[src/rtl/bias_fetch_ctrl.sv]
// Bias SRAM load/fetch controller: host writes bias words into a single-port SRAM,
// a fetch command then streams a contiguous range out through a 2-entry skid FIFO.
module bias_fetch_ctrl #(
   parameter int BW_WORD = 64,
   parameter int DEPTH   = 45,
   parameter int ADDR_BW = 6
) (
   input  logic               clk,
   input  logic               rst_n,
   input  logic               wr_valid,
   output logic               wr_ready,
   input  logic [ADDR_BW-1:0] wr_addr,
   input  logic [BW_WORD-1:0] wr_data,
   input  logic               cmd_valid,
   output logic               cmd_ready,
   input  logic [ADDR_BW-1:0] cmd_base,
   input  logic [ADDR_BW-1:0] cmd_len,
   output logic               bias_valid,
   input  logic               bias_ready,
   output logic [BW_WORD-1:0] bias_data,
   output logic               bias_last,
   output logic               done,
   output logic               err,
   output logic               sram_csb,
   output logic               sram_wsb,
   output logic [ADDR_BW-1:0] sram_waddr,
   output logic [ADDR_BW-1:0] sram_raddr,
   output logic [BW_WORD-1:0] sram_wdata,
   input  logic [BW_WORD-1:0] sram_rdata
);

   typedef enum logic {IDLE, FETCH} state_e;

   localparam logic [ADDR_BW:0] DEPTH_C = (ADDR_BW+1)'(DEPTH);
   localparam logic [ADDR_BW:0] ONE_C   = (ADDR_BW+1)'(1);

   state_e             state_q;
   logic [ADDR_BW-1:0] base_q;
   logic [ADDR_BW:0]   len_q;
   logic [ADDR_BW:0]   issued_q;
   logic [ADDR_BW:0]   beat_q;
   logic               rd_pend_q;
   logic [1:0]         cnt_q;
   logic               wptr_q;
   logic               rptr_q;
   logic [BW_WORD-1:0] mem_q [2];
   logic               done_q;
   logic               err_q;
   logic [ADDR_BW-1:0] waddr_q;
   logic [ADDR_BW-1:0] raddr_q;
   logic [BW_WORD-1:0] wdata_q;

   logic               idle;
   logic               wr_fire;
   logic               wr_ok;
   logic               cmd_fire;
   logic               cmd_ok;
   logic [ADDR_BW:0]   cmd_end;
   logic               pop;
   logic               last_xfer;
   logic [1:0]         cnt_d;
   logic               rd_issue;
   logic [ADDR_BW-1:0] rd_addr;

   // Handshakes are gated by rst_n so nothing reaches the SRAM while reset is held.
   assign idle      = rst_n && (state_q == IDLE);
   assign wr_ready  = idle;
   assign cmd_ready = idle && !wr_valid;
   assign wr_fire   = wr_valid && wr_ready;
   assign wr_ok     = wr_fire && ({1'b0, wr_addr} < DEPTH_C);
   assign cmd_fire  = cmd_valid && cmd_ready;
   assign cmd_end   = {1'b0, cmd_base} + {1'b0, cmd_len};
   assign cmd_ok    = cmd_fire && (cmd_len != '0) && (cmd_end <= DEPTH_C);

   assign bias_valid = (cnt_q != 2'd0);
   assign bias_data  = mem_q[rptr_q];
   assign bias_last  = bias_valid && (beat_q == len_q - ONE_C);
   assign pop        = bias_valid && bias_ready;
   assign last_xfer  = pop && (beat_q == len_q - ONE_C);

   // Occupancy after this cycle's pop plus the read landing this edge; a new read
   // may only go out if that still leaves a free FIFO slot for its data.
   assign cnt_d    = cnt_q + {1'b0, rd_pend_q} - {1'b0, pop};
   assign rd_issue = (state_q == FETCH) && (issued_q < len_q) && (cnt_d < 2'd2);
   assign rd_addr  = base_q + issued_q[ADDR_BW-1:0];

   assign sram_csb   = !(wr_ok || rd_issue);
   assign sram_wsb   = !wr_ok;
   assign sram_waddr = wr_ok ? wr_addr : waddr_q;
   assign sram_wdata = wr_ok ? wr_data : wdata_q;
   assign sram_raddr = rd_issue ? rd_addr : raddr_q;
   assign done       = done_q;
   assign err        = err_q;

   always_ff @(posedge clk or negedge rst_n) begin
      if (!rst_n) begin
         state_q   <= IDLE;
         base_q    <= '0;
         len_q     <= '0;
         issued_q  <= '0;
         beat_q    <= '0;
         rd_pend_q <= 1'b0;
         cnt_q     <= 2'd0;
         wptr_q    <= 1'b0;
         rptr_q    <= 1'b0;
         mem_q[0]  <= '0;
         mem_q[1]  <= '0;
         done_q    <= 1'b0;
         err_q     <= 1'b0;
         waddr_q   <= '0;
         raddr_q   <= '0;
         wdata_q   <= '0;
      end else begin
         done_q    <= 1'b0;
         rd_pend_q <= rd_issue;
         cnt_q     <= cnt_d;
         if ((wr_fire && !wr_ok) || (cmd_fire && !cmd_ok))
            err_q <= 1'b1;
         if (wr_ok) begin
            waddr_q <= wr_addr;
            wdata_q <= wr_data;
         end
         if (rd_issue) begin
            raddr_q  <= rd_addr;
            issued_q <= issued_q + ONE_C;
         end
         if (rd_pend_q) begin
            mem_q[wptr_q] <= sram_rdata;
            wptr_q        <= ~wptr_q;
         end
         if (pop) begin
            rptr_q <= ~rptr_q;
            beat_q <= beat_q + ONE_C;
         end
         case (state_q)
            IDLE: begin
               if (cmd_ok) begin
                  base_q   <= cmd_base;
                  len_q    <= {1'b0, cmd_len};
                  issued_q <= '0;
                  beat_q   <= '0;
                  state_q  <= FETCH;
               end
            end
            FETCH: begin
               if (last_xfer) begin
                  done_q  <= 1'b1;
                  state_q <= IDLE;
               end
            end
            default: state_q <= IDLE;
         endcase
      end
   end

endmodule

[config.mk]
export PLATFORM = sky130hd
export DESIGN_NAME = bias_fetch_ctrl
export DESIGN_NICKNAME = d
export VERILOG_FILES = /design/src/rtl/bias_fetch_ctrl.sv
export SDC_FILE = /design/constraint.sdc
export NUM_CORES = 1
export LEC_CHECK = 0
export CORE_MARGIN = 1.5
export CORE_UTILIZATION = 35
export CTS_BUF_LIST = sky130_fd_sc_hd__clkbuf_4 sky130_fd_sc_hd__clkbuf_8 sky130_fd_sc_hd__clkbuf_16
export CTS_CLUSTER_DIAMETER = 80
export DETAILED_ROUTE_END_ITERATION = 6
export GPL_ROUTABILITY_DRIVEN = 0
export PLACE_DENSITY = 0.65
export SLEW_MARGIN = 20
export SYNTH_ARGS = -nofsm -noshare
export SYNTH_HDL_FRONTEND = slang
export SYNTH_SLANG_ARGS = --single-unit
[constraint.sdc]
create_clock -name clk -period 4.78 [get_ports clk]
set_input_delay 0.956 -clock clk [delete_from_list [all_inputs] [get_ports clk]]
set_output_delay 0.956 -clock clk [all_outputs]
set_load 0.1 [all_outputs]
# After elaboration in Yosys (flattened, before gate mapping)
# Cells that the tools add are included.
# word_totals
input_bits	151
register_bits	238
out_inout_bits	148
elab_cells	80
# classes
order_cmp	7
eq_ne	1
bitwise_logic	5
n_addsub	7
n_reduce_logical	24
muxes	20
# op_table
operator	count
$mux 64	5
$bwmux 128	1
$demux 64 s1	1
$mux 7	6
$logic_and 1x1->1	15
$add 7x1->7 const B	2
$mux 6	2
$add 6x6->7	1
$eq 7x7->1	1
$le 7x6->1 const B	1
$lt 7x6->1	1
$sub 6x1->7 const B	1
$add 6x6->6	1
$lt 6x6->1 const B	1
$reduce_bool 6->1	1
$ge 2x2->1 const B	2
$logic_not 1->1	4
$mux 1	4
$not 1->2	2
$not 1->1	3
$add 2x1->2	1
$logic_or 1x1->1	2
$lt 2x1->1 const B	1
$lt 2x2->1 const B	1
other kinds (4)	4

# Depth between registers and ports, before layout
# Gate-level depths: netlist of run 1.
# depth
depth_word	9
ltp_mapped	13
depth_no_buf	13

# Worst setup path after synthesis of run 1
# Ideal clock, no wire load.
# synth_path
path_type	input -> output
start	input port rst_n
end	output port sram_waddr[5]
required_time_ps	3824
path_slack_ps	-1575
arrival_ps	5399
path_buffers	1
path_stages	4
path_cell_list	nor2b_1 -> nand3_1 -> clkbuf_1 -> a21oi_1
# synth_via
elab_chain_cells	4
# synth_lines
element	line_no	text
from (decl)	9	input logic rst_n,
$logic_and 1x1->1	66	assign idle = rst_n && (state_q == IDLE);
$logic_and 1x1->1	69	assign wr_fire = wr_valid && wr_ready;
$logic_and 1x1->1	70	assign wr_ok = wr_fire && ({1'b0, wr_addr} < DEPTH_C);
$mux 6	--	
to (decl)	26	output logic [ADDR_BW-1:0] sram_waddr,
# No other way between the ends.

# Worst setup path in the final report of run 1
# layout_path
start	input port bias_ready
end	output port sram_raddr[2]
# layout_via
elab_chain_cells	5
# layout_lines
element	line_no	text
from (decl)	19	input logic bias_ready,
$logic_and 1x1->1	78	assign pop = bias_valid && bias_ready;
named net pop	59	logic pop;
$sub 2x1->2	83	assign cnt_d = cnt_q + {1'b0, rd_pend_q} - {1'b0, pop};
named net cnt_d[1]	61	logic [1:0] cnt_d;
$lt 2x2->1	84	assign rd_issue = (state_q == FETCH) && (issued_q < len_q) && (cnt_d < 2'd2);
$logic_and 1x1->1	84	
$mux 6	--	
to (decl)	27	output logic [ADDR_BW-1:0] sram_raddr,
# The timed path passes the listed nets, and every way through them passes these cells.

==> key figures, run 1 <==
Run status
  – Outcome: complete, no violations

Clock network
  – Post-CTS setup buffers: 0
  – Clk root buf: clkbuf_16
  – Num CTS Buffers: 27
  – Post-cts repair resize count: 0
  – # hold bufs at CTS: 0
  – Worst-skew pair later-pin latency: 530 ps
  – Sink Count: 238
  – CTS tree: yes
  – Clk slew on worst S/H paths: 50 ps
  – H-tree level count: 1
  – Max Buffers Root-to-Sink: 3

Layout
  – Filler instances: 2492
  – Share of layout cells above drive strength 1: 0.406
  – N_diodes: 0
  – Commonest non-fill, non-tap cells in the layout: mux2_2, dfrtp_1, clkdlybuf4s50_1, buf_12, nor2_1
  – Layout Nets: 1212
  – Final Non-Filler Cells: 1445
  – Most common cell after layout, fill and taps aside: mux2_2
  – Area grow syn2layout: 49.9%

Synthesis
  – Count of state elements after synthesis: 238
  – Ranking of synthesized cells by area: dfrtp_1, mux2_2, ha_1, xnor2_1, xor2_1
  – Yosys top cell area share: 0.570
  – Syn Nets: 905
  – Number of enable flip-flop cells after synthesis: 0
  – Yosys top cell by area: dfrtp_1
  – Distinct cell type count after synthesis: 47
  – Ys async rst share: 1.00
  – Syn avg cell area: 14.3 sq um
  – Top FF cell, synth: dfrtp_1
  – Synth warn: 0
  – Cell count after synthesis: 731
  – Synthesized area: 10500 sq um
  – Register area share after synthesis: 0.570

Drt
  – DRT met1 WL: 10.6 mm
  – DRC: 0
  – WL/cell: 17.4 microns
  – Vias per cell: 4.71
  – First-pass detailed-route iteration total: 4
  – DR vias: 6807
  – Met2 wire len: 11.6 mm
  – DR WL met3: 2.60 mm
  – DRT antenna net count: 0
  – Top routing layer used: met4
  – Number of DRC markers in iteration 0: 208
  – Drt total wl: 25.1 mm

Job
  – Max Cap Violations: 0

Hold path
  – Hold Path Sink: mem_q[28]
  – Hold Crit Depth: 1
  – Hold Crit Start: mem_q[28]
  – Tightest Hold Check Type: flip-flop to flip-flop

Floorplanning
  – Starting Density: 0.355
  – DIE WIDTH: 176 microns
  – Die footprint: 30900 sq um
  – Core area: 29500 sq um
  – Die height: 176 microns
  – IO Count: 299
  – Site Rows: 63

GRT
  – Grt ovf: 0
  – Vias in the first global route: 7301
  – Largest net degree at the start of global routing: 170
  – Initial antenna violation count: 1
  – First-pass GRT wire length: 40.2 mm
  – Gr usage total: 0.163

Place
  – DPL Wire Length: 17.7 mm
  – Port Buffers: 298
  – Cell Count Post-Placement: 1399
  – DP Worst Slack: 364 ps

Critical path
  – Worst r2r src: cnt_q[1]
  – Crit end category: output port
  – Worst r2r dst: issued_q[5]
  – Setup CP Type: primary input to output port
  – Crit path DAT: 3460 ps
  – Data required, critical path: 3820 ps
  – CP max FO: 12
  – R2R cell count: 13
  – R2r setup slk: 1880 ps
  – Startpoint types: primary input

STA
  – Slew @ Worst Pin: 1110 ps
  – Relative slew slack: 0.254
  – Fin. max-slew vios: 0
  – Post-layout minimum cycle time: 4410 ps
  – Tcrit/Tclk final: 0.923
  – Count of final setup violators: 0
  – Final WS setup: 369 ps
  – RSZ-0062 raised after global routing: no
  – Final Hold Fails: 0
  – Clock skew: 14.0 ps
  – Peak Freq: 227 MHz
flip-flops by register name (all words and copies together), names as in the netlist, 2 cells and up:
name / flops
mem_q: 128
wdata_q: 64
beat_q: 7
issued_q: 7
base_q: 6
len_q: 6
raddr_q: 6
waddr_q: 6
cnt_q: 2
stage by stage:
| stage | hold slack [ps] | utilization | instance area, sq um | setup TNS [ps] |
|---|---|---|---|---|
| floorplan | 461 | - | 10500 | -1730 |
| CTS | 501 | 0.531 | 15700 | 0 |
| global route | 506 | 0.531 | 15700 | 0 |
| detailed placement | 485 | 0.499 | 14700 | 0 |
| global placement | 469 | 0.499 | 14700 | 0 |
| finish | 499 | 0.531 | 15700 | 0 |
cell usage after synthesis, drive strengths merged, types with 3 or more instances:
cell	instances
nand4	3
mux2	271
xnor2	15
nor2b	3
clkbuf	28
a21oi	9
inv	22
and2	4
o21ai	9
xor2	14
nand3	9
nor2	29
nor3	4
ha	21
nand2	17
dfrtp	238
routing by layer:
layer	vias to the layer above	GRT usage
met4	0	0.0313
li1	3193	-
met3	27	0.0639
met5	-	0
met2	226	0.264
met1	3361	0.206
layout make-up:
type | count | area (sq um) | share of cell area
clock buffers | 40 | 817 | 0.0522
clock inverters | 6 | 134 | 0.00855
inverters | 23 | 86.3 | 0.00551
multi-input cells | 440 | 4320 | 0.276
flip-flops and latches | 238 | 5960 | 0.380
well taps | 390 | 488 | 0.0311
repair buffers | 308 | 3860 | 0.246
critical path, stage by stage:
cell and delay (ps):
clkdlybuf4s50_1 400, nand2_1 100, clkinv_1 100, ha_1 270
inv_1 40, ha_1 180, xnor2_1 130, xnor2_1 140
a211o_1 420, o21ai_0 470, buf_12 240
kinds of logic after synthesis:
group,synth area share
flip-flops,0.570
adder cells (fa/ha/maj),0.0290
XOR/XNOR,0.0243
AND/OR/NAND/NOR,0.0389
buffers and inverters,0.0205
multiplexers,0.294
AO/OA/AOI/OAI,0.0233
how the worst max path moves through the flow:
stage               startpoint  slack (ps)  cells past startpoint       endpoint
CTS                 bias_ready         340                     11  sram_raddr[2]
finish              bias_ready         370                     11  sram_raddr[2]
detailed placement  bias_ready         360                     11  sram_raddr[2]
floorplan             cnt_q[1]        -660                     10  sram_raddr[2]
global route        bias_ready         220                     11  sram_raddr[2]
global placement    bias_ready         410                     11  sram_raddr[2]
Power of run 1 is left out: the tool's default activity adds up to more than one toggle a clock period on the data nets, which glitch-free logic cannot reach.
==> inputs of run 2 (changes only) <==
--- a/config.mk
+++ b/config.mk
@@ -6,12 +6,12 @@
 export NUM_CORES = 1
 export LEC_CHECK = 0
 export CORE_MARGIN = 1.5
-export CORE_UTILIZATION = 35
+export CORE_UTILIZATION = 38
 export CTS_BUF_LIST = sky130_fd_sc_hd__clkbuf_4 sky130_fd_sc_hd__clkbuf_8 sky130_fd_sc_hd__clkbuf_16
 export CTS_CLUSTER_DIAMETER = 80
 export DETAILED_ROUTE_END_ITERATION = 6
 export GPL_ROUTABILITY_DRIVEN = 0
-export PLACE_DENSITY = 0.65
+export PLACE_DENSITY = 0.69
 export SLEW_MARGIN = 20
 export SYNTH_ARGS = -nofsm -noshare
 export SYNTH_HDL_FRONTEND = slang
==> run 2 against run 1 <==
  * Count of clock-buffer cells in the layout decreased by 3
  * Design area fell by 0.23%
  * Non-clock buffer count up 3
  * First-iteration DRC count increased by 15%
  * Clock skew up 0.51 ps
  * Hold slack worse by 190 ps
  * Via count rose by 0.91%
  * Sequential cell count did not move
  * Global-route usage increased by 1.8 points
  * Maximum frequency is 1.2% higher
==> key figures, run 2 (same netlist as run 1, synthesis figures left out) <==
Floorplanning
  – Site Rows: 60 (-4.8%)
  – IO Count: 299 (unchanged)
  – Core area: 27000 sq um (-8.6%)
  – Starting Density: 0.388 (+0.0333)
  – Die height: 169 microns (-4.0%)
  – Die footprint: 28500 sq um (-7.8%)
  – DIE WIDTH: 169 microns (-4.0%)

Critical path
  – CP top delay family: compound AO/OA/AOI/OAI gates
  – Worst path buffer plus inverter count: 4 (unchanged)
  – R2r setup slk: 1970 ps (+90 ps)
  – Slowest-stage cell, CP: o21ai_0
  – R2R cell count: 13 (unchanged)
  – Data required, critical path: 3820 ps (about the same)
  – Setup CP Type: primary input to output port
  – Crit end category: output port
  – Startpoint types: primary input
  – Worst r2r dst: issued_q[3]
  – CP max FO: 10 (-2)
  – Peak per-stage delay on the critical path: 430 ps (-40 ps)
  – Worst path cell trace: clkdlybuf4s50_1 -> nand2_1 -> clkinv_1 -> ha_1 -> inv_1 -> ha_1 -> xnor2_1 -> xnor2_1 -> a211o_1 -> o21ai_0 -> buf_12
  – Worst r2r src: cnt_q[1]
  – Crit path DAT: 3400 ps (-60 ps)

Clock network
  – Sink Count: 238 (unchanged)
  – Post-cts repair resize count: 0 (unchanged)
  – Clk slew on worst S/H paths: 60 ps (about the same)
  – CTS tree: yes
  – # hold bufs at CTS: 0 (unchanged)
  – Post-CTS setup buffers: 0 (unchanged)
  – Num CTS Buffers: 27 (unchanged)
  – Worst-skew pair later-pin latency: 530 ps (about the same)
  – H-tree level count: 1 (unchanged)
  – Max Buffers Root-to-Sink: 3 (unchanged)
  – Clk root buf: clkbuf_16

Drt
  – Number of DRC markers in iteration 0: 240 (+15%)
  – Vias per cell: 4.90 (+3.9%)
  – DRT antenna net count: 0 (unchanged)
  – First-pass detailed-route iteration total: 4 (unchanged)
  – Drt total wl: 25.7 mm (+2.2%)
  – DR vias: 6869 (+0.91%)
  – WL/cell: 18.3 microns (+5.2%)
  – DRC: 0 (unchanged)

Layout
  – Most common cell after layout, fill and taps aside: mux2_2
  – Register area: 5960 sq um (unchanged)
  – Max FFs per register: 128 (unchanged)
  – Finished Cell Area: 15600 sq um (-0.23%)
  – N_diodes: 0 (unchanged)
  – Area grow syn2layout: 49.5%
  – Largest registers in the final layout: mem_q x128, wdata_q x64
  – Area of the multi-input gates: 4320 sq um (unchanged)
  – Commonest non-fill, non-tap cells in the layout: mux2_2, dfrtp_1, clkdlybuf4s50_1, buf_12, buf_4
  – Reg with most FFs: mem_q
  – Layout Nets: 1215 (+0.25%)
  – Share of layout cells above drive strength 1: 0.438 (+0.0322)
  – Final Non-Filler Cells: 1403 (-2.9%)
  – Filler instances: 2143 (-14%)

Hold path
  – Tightest Hold Check Type: primary input to async pin

GRT
  – Gr usage total: 0.181 (+0.0184)
  – Initial antenna violation count: 2 (+1)
  – Grt ovf: 0 (unchanged)
  – First-pass GRT wire length: 40.9 mm (+1.9%)
  – Vias in the first global route: 7348 (+0.64%)
  – Largest net degree at the start of global routing: 140 (-18%)

Place
  – Port Buffers: 298 (unchanged)
  – Cell Count Post-Placement: 1352 (-3.4%)
  – DPL Wire Length: 18.0 mm (+1.7%)
  – Placed cell areas: 14600 sq um (-0.57%)

STA
  – Relative slew slack: 0.269 (+0.0144)
  – Final Hold Fails: 0 (unchanged)
  – Count of final setup violators: 0 (unchanged)
  – Fin. max-slew vios: 0 (unchanged)
  – Slew @ Worst Pin: 1090 ps (-21.5 ps)
  – Setup TNS Final: 0 ps (unchanged)
  – Tcrit/Tclk final: 0.912 (-0.0113)
  – Hold Slack: 307 ps (-192 ps)
  – Clock skew: 14.5 ps (+0.508 ps)
  – RSZ-0062 raised after global routing: no
  – Post-layout minimum cycle time: 4360 ps (-54.0 ps)
  – Peak Freq: 229 MHz (+1.2%)

Run status
  – Outcome: complete, no violations

Job
  – Max Cap Violations: 0 (unchanged)
==> run 2: cell count changes in the layout (fill, tap and decap cells not counted), sizes merged <==
cell           delta
buf              +33
clkdlybuf4s50    -30
clkinv            +4
clkbuf            -3
clkinvlp          +3
==> run 2: metrics by stage <==
stage | worst slack [ps] | utilization
2_1_floorplan | -659 | -
3_3_place_gp | 457 | 0.543
3_5_place_dp | 406 | 0.543
4_1_cts | 395 | 0.579
5_1_grt | 287 | 0.580
6_report | 423 | 0.580
==> run 2: worst reg2reg max path: stages, from the launching register on <==
cell      delay [ps]
dfrtp_1          390
or2_2            330
nand2_1          130
clkinv_1         110
ha_1             280
inv_1             40
ha_1             180
xnor2_1          130
xnor2_1          150
a211o_1          370
inv_2            200
nand4_1          130
xor2_1           160
nor2_1            60
==> run 2: per-layer routing <==
layer  global-route usage  routed length (microns)  vias to the layer above
li1                     -                        -                     3193
met1                0.235                    11100                     3399
met2                0.292                    11800                      237
met3               0.0631                     2230                       36
met4               0.0396                      487                        4
met5                    0                       27                        -
==> run 2: worst max-delay path by stage <==
stage	end	start	slack, ps	cells after the start
CTS	sram_raddr[2]	bias_ready	400	11
floorplan	sram_raddr[2]	cnt_q[1]	-660	10
finish	sram_raddr[2]	bias_ready	420	11
global route	sram_raddr[2]	bias_ready	290	11
detailed placement	sram_raddr[2]	bias_ready	410	11
global placement	sram_raddr[2]	bias_ready	460	11
==> run 2: area by class of cell <==
class,count,share of cell area
Tap cell,341,0.0273
Clock buffer,37,0.0508
Sequential cell,238,0.381
Inverter,23,0.00552
Timing Repair Buffer,311,0.247
Multi-Input combinational cell,440,0.277
Clock inverter,13,0.0113
Power of run 2 is left out for the same reason.
==> inputs of run 3 (changes only) <==
--- a/config.mk
+++ b/config.mk
@@ -5,13 +5,15 @@
 export SDC_FILE = /design/constraint.sdc
 export NUM_CORES = 1
 export LEC_CHECK = 0
+export CORE_ASPECT_RATIO = 1.25
 export CORE_MARGIN = 1.5
-export CORE_UTILIZATION = 38
+export CORE_UTILIZATION = 52
 export CTS_BUF_LIST = sky130_fd_sc_hd__clkbuf_4 sky130_fd_sc_hd__clkbuf_8 sky130_fd_sc_hd__clkbuf_16
 export CTS_CLUSTER_DIAMETER = 80
 export DETAILED_ROUTE_END_ITERATION = 6
 export GPL_ROUTABILITY_DRIVEN = 0
-export PLACE_DENSITY = 0.69
+export PLACE_DENSITY = 0.89
+export REMOVE_ABC_BUFFERS = 1
 export SLEW_MARGIN = 20
 export SYNTH_ARGS = -nofsm -noshare
 export SYNTH_HDL_FRONTEND = slang
==> run 3 against run 2 <==
  * Hold slack improved by 40 ps
  * Setup slack got worse by 75 ps
  * Via count rose by 1.4%
  * Final cell count fell by 6.2%
  * Clock skew fell by 7.8 ps
  * Critical path depth did not move
  * Critical path type unchanged
==> key figures, run 3 (same netlist as run 1, synthesis figures left out) <==
STA
  – Tcrit/Tclk final: 0.927 (+0.0157)
  – Count of final setup violators: 0 (unchanged)
  – Post-layout minimum cycle time: 4430 ps (+75.2 ps)
  – Final WS setup: 347 ps (-75.2 ps)
  – Slew @ Worst Pin: 1080 ps (-14.7 ps)
  – Hold Slack: 347 ps (+40.2 ps)
  – Fin. max-slew vios: 0 (unchanged)
  – RSZ-0062 raised after global routing: no
  – Relative slew slack: 0.279 (+0.00981)
  – Clock skew: 6.75 ps (-7.77 ps)
  – Setup TNS Final: 0 ps (unchanged)
  – Peak Freq: 226 MHz (-1.7%)
  – Final Hold Fails: 0 (unchanged)

Drt
  – Drt total wl: 25.9 mm (+0.75%)
  – DR vias: 6963 (+1.4%)
  – Vias per cell: 5.29 (+8.1%)
  – WL/cell: 19.7 microns (+7.4%)
  – Number of DRC markers in iteration 0: 291 (+21%)
  – First-pass detailed-route iteration total: 4 (unchanged)
  – DRC: 0 (unchanged)
  – DRT antenna net count: 0 (unchanged)

Clock network
  – H-tree level count: 1 (unchanged)
  – Sink Count: 238 (unchanged)
  – Post-CTS setup buffers: 0 (unchanged)
  – Worst-skew pair later-pin latency: 500 ps (-30 ps)
  – # hold bufs at CTS: 0 (unchanged)
  – CTS tree: yes
  – Clk slew on worst S/H paths: 60 ps (about the same)
  – Num CTS Buffers: 25 (-7.4%)
  – Max Buffers Root-to-Sink: 3 (unchanged)
  – Clk root buf: clkbuf_16
  – Post-cts repair resize count: 0 (unchanged)

Layout
  – Share of layout cells above drive strength 1: 0.399 (-0.0392)
  – Max FFs per register: 128 (unchanged)
  – Commonest non-fill, non-tap cells in the layout: mux2_2, dfrtp_1, clkdlybuf4s50_1, buf_12, nor2_1
  – Most common cell after layout, fill and taps aside: mux2_2
  – Finished Cell Area: 15300 sq um (-1.8%)
  – N_diodes: 0 (unchanged)
  – Layout Nets: 1209 (-0.49%)
  – Filler instances: 1135 (-47%)
  – Largest registers in the final layout: mem_q x128, wdata_q x64
  – Reg with most FFs: mem_q
  – Area grow syn2layout: 46.8%

Run status
  – Outcome: complete, no violations

Place
  – Placed cell areas: 14500 sq um (-0.84%)
  – DP Worst Slack: 348 ps (-57.7 ps)
  – DPL Wire Length: 18.0 mm (-0.40%)
  – Port Buffers: 298 (unchanged)

Critical path
  – R2r setup slk: 1920 ps (-50 ps)
  – Setup CP Type: primary input to output port
  – Crit path DAT: 3480 ps (+80 ps)
  – Data required, critical path: 3820 ps (about the same)
  – Crit end category: output port
  – CP max FO: 14 (+4)
  – Startpoint types: primary input

GRT
  – Largest net degree at the start of global routing: 74 (-47%)
  – Vias in the first global route: 7702 (+4.8%)
  – First-pass GRT wire length: 41.0 mm (+0.12%)
  – Gr usage total: 0.248 (+0.0667)
  – Initial antenna violation count: 0 (-2)
  – Grt ovf: 0 (unchanged)

Floorplanning
  – Die height: 162 microns (-4.3%)
  – Starting Density: 0.535 (+0.147)
  – IO Count: 299 (unchanged)
  – DIE WIDTH: 130 microns (-23%)
  – Die footprint: 21000 sq um (-26%)
  – Core area: 19500 sq um (-27%)
  – Site Rows: 57 (-5.0%)

Hold path
  – Tightest Hold Check Type: primary input to async pin

Job
  – Max Cap Violations: 0 (unchanged)
==> run 3: cell count changes in the layout (fill, tap and decap cells not counted), sizes merged, moves of 2 or more <==
cell	delta
buf	-34
clkdlybuf4s50	+30
clkbuf	-4
clkinvlp	-3
clkinv	+2
==> run 3: final timing paths <==
kind                       startpoint  cells past startpoint             to
max in group asynchronous       rst_n                      3      mem_q[53]
min in group clk            mem_q[70]                      1      mem_q[70]
max                        bias_ready                     11  sram_raddr[5]
min reg2reg                 mem_q[70]                      1      mem_q[70]
max reg2reg                  cnt_q[1]                     13    issued_q[4]
min                             rst_n                      1      mem_q[83]
==> run 3: cell type report <==
cell class | instances | area (sq um) | share of cell area
flip-flops and latches | 238 | 5960 | 0.388
multi-input cells | 440 | 4310 | 0.281
repair buffers | 307 | 3830 | 0.249
clock buffers | 33 | 711 | 0.0463
well taps | 265 | 332 | 0.0216
clock inverters | 10 | 129 | 0.00840
inverters | 23 | 86.3 | 0.00562
==> run 3: worst max-delay path, stage by stage <==
cell	delay, ps
clkdlybuf4s50_1	410
nand2_1	100
clkinv_1	90
ha_1	270
inv_1	40
ha_1	180
xnor2_1	190
xnor2_1	110
a211o_1	420
o21ai_0	470
buf_12	240
==> run 3: through the flow <==
step,util,instances
after detailed placement,0.742,1273
after CTS,0.785,1316
final,0.785,1316
after global placement,0.742,1273
after floorplan,-,701
after global routing,0.785,1316
==> run 3: routing by layer <==
layer,vias up,part of all wire,global-route usage
met5,-,0,0
met1,3498,0.36,0.282
met2,225,0.53,0.449
li1,3183,-,-
met4,0,0.029,0.0758
met3,57,0.076,0.0653
Power of run 3 is left out for the same reason.
==> edit (config.mk and constraints of run 3) <==
Reset style: synchronous (`rst_n`), changed in one clocked block.
--- a/src/rtl/bias_fetch_ctrl.sv
+++ b/src/rtl/bias_fetch_ctrl.sv
@@ -92,7 +92,7 @@
    assign done       = done_q;
    assign err        = err_q;
 
-   always_ff @(posedge clk or negedge rst_n) begin
+   always_ff @(posedge clk) begin
       if (!rst_n) begin
          state_q   <= IDLE;
          base_q    <= '0;
Formal check against the unedited RTL: differs if rst_n is asserted again (counterexample within 4 cycles, from zero or initial values and one cycle with rst_n low); with rst_n held inactive, the same outputs for 4 cycles.
==> edit against run 3 <==
- synthesized cell count grew 16%
- routed wire length is 2.5% higher
- worst setup slack gained 0.12 ns
- cell area increased by 0.23%
- area after synthesis grew 0.83%
- sequential share of layout area grew 0.63 points
- hold slack improved by 0.13 ns
- sequential cell count increased by 1
- critical path type unchanged
- critical endpoint is now sram_raddr[3]
==> edit: results (changes against run 3) <==
Status: completed (unchanged)
Total CTS buffers: 24 (was 25)
Wire per inst: 18.5 um (was 19.7 um)
Post-synth EDFFs: 128 (was 0)
Skew-Pair Late Insertion Delay: 0.51 ns
Worst-path clk slew: 0.06 ns (about the same)
Root buf cell: clkbuf_16 (unchanged)
Synth Area in Compound Gates: 2.39% (was 2.33%)
Dpl cells: 1383 (was 1273)
Max Root-Sink Buffers: 3 (unchanged)
Leakage: 6.23 nW
DR iter-0 viols: 288 (was 291)
Detail Placement HPWL: 18100 um (was 18000 um)
Synth top area cells: edfxtp_1 36%, dfxtp_1 21%, mux2_2 13% (was dfrtp_1 57%, mux2_2 29%, ha_1 2.5%)
Worst Max-Slew Pin Slew: 1.04 ns (was 1.08 ns)
Async set-reset flop share out of synthesis: 0% (was 100%)
Max FO, Critical Path: 9 (was 14)
Pre-CTS WS: 0.291 ns (was 0.348 ns)
Vias per inst: 5.16 (was 5.29)
Number of nets in the layout: 1315 (was 1209)
CTS H-tree lvls: 1 (unchanged)
Internal power: 0.00422 W
Top Registers: mem_q (128), wdata_q (64) (unchanged)
Initial antenna violation count: 2 (was 0)
Tightest Hold Check Type: flip-flop to flip-flop (was primary input to async pin)
Max-slew violation count: 0 (unchanged)
Yosys warnings: 0 (unchanged)
XOR/XNOR Fraction of Synth Area: 2.33% (was 2.43%)
PortBufs: 298 (unchanged)
Vias in the first global route: 7897 (was 7702)
Commonest cells post-synth: 210 x and2_1, 128 x edfxtp_1, 121 x mux2_2 (was 270 x mux2_2, 238 x dfrtp_1, 29 x nor2_1)
Vias post-DR: 7380 (was 6963)
Synth unique cells: 47 (unchanged)
Layout cells sized above 1: 23.0% (was 39.9%)
First-pass DRT Iterations: 4 (unchanged)
Largest net degree at the start of global routing: 96 (was 74)
Synth Area in Adders: 2.87% (was 2.90%)
Final Skew: 0.00773 ns (was 0.00675 ns)
GR Util All Layers: 24.4% (was 24.8%)
First-pass GRT wire length: 39900 um (was 41000 um)
Multiplexer area fraction after synthesis: 15.8% (was 29.4%)
Critical Path AT: 3.36 ns (was 3.48 ns)
Syn avg cell area: 12.5 sq um (was 14.3 sq um)
Sequential fraction of the synthesis area: 57.6% (was 57.0%)
Peak VDD IR: 0.367 mV
==> edit: final cells by class <==
class / count / area (sq um)
flip-flops and latches: 239 / 6070
inverters: 32 / 120
well taps: 270 / 338
multi-input cells: 534 / 4200
repair buffers: 310 / 3850
clock buffers: 30 / 669
clock inverters: 14 / 126
fillers: 1206 / 4650
diodes: 2 / 5.00
==> edit: worst paths after layout <==
path,to,slack (ns),cells past startpoint,startpoint
setup / recovery,sram_raddr[3],0.47,13,bias_ready
hold / removal,issued_q[6],0.47,2,issued_q[6]
setup reg to reg,issued_q[5],2.03,14,cnt_q[1]
hold reg to reg,issued_q[6],0.47,2,issued_q[6]
==> edit: kinds of logic after synthesis <==
kind of cell	count (synthesis)
buffers and inverters	73
and+or+nand+nor	297
AOI/OAI and AO/OA	37
adders and majority gates	23
DFF	239
xor gates and xnor gates	28
muxes	149
==> edit: power by group through the flow <==
stage	registers, W	clock network [W]	logic, W
after floorplan	0.00241	0	0.00191
after global placement	0.00235	0	0.00273
after detailed placement	0.00236	0	0.00275
after CTS	0.00232	0.00193	0.00277
after global routing	0.00233	0.00200	0.00285
final	0.00232	0.00190	0.00276
==> edit: per-stage QoR <==
stage	TNS [ns]	cell area (sq um)	power [W]
global placement	0	14600	0.00508
floorplan	-420.16	10400	0.00432
finish	0	15400	0.00697
detailed placement	0	14600	0.00511
CTS	0	15400	0.00701
global route	0	15400	0.00718
==> edit: repair_timing <==
item                                    4_1_cts  5_1_grt
endpoints found under the setup margin        0        1
gates resized for setup                       0        0
setup buffers                                 0        2
==> edit: routing by layer <==
metal | GRT usage (%) | up-vias | wire length, um
li1 | - | 3480 | -
met1 | 24.3 | 3568 | 9080
met2 | 46.8 | 271 | 14300
met3 | 7.71 | 61 | 2210
met4 | 8.34 | 0 | 924
met5 | 0 | - | 0
==> edit: critical path, stage by stage <==
cell and delay, ns:
clkdlybuf4s50_1 0.49, nand2_1 0.09, inv_1 0.08, ha_1 0.22, inv_1 0.06, ha_1 0.15
xor2_1 0.19, xnor2_1 0.16, o211ai_1 0.12, buf_4 0.20, buf_4 0.15, mux2_2 0.30
buf_12 0.17
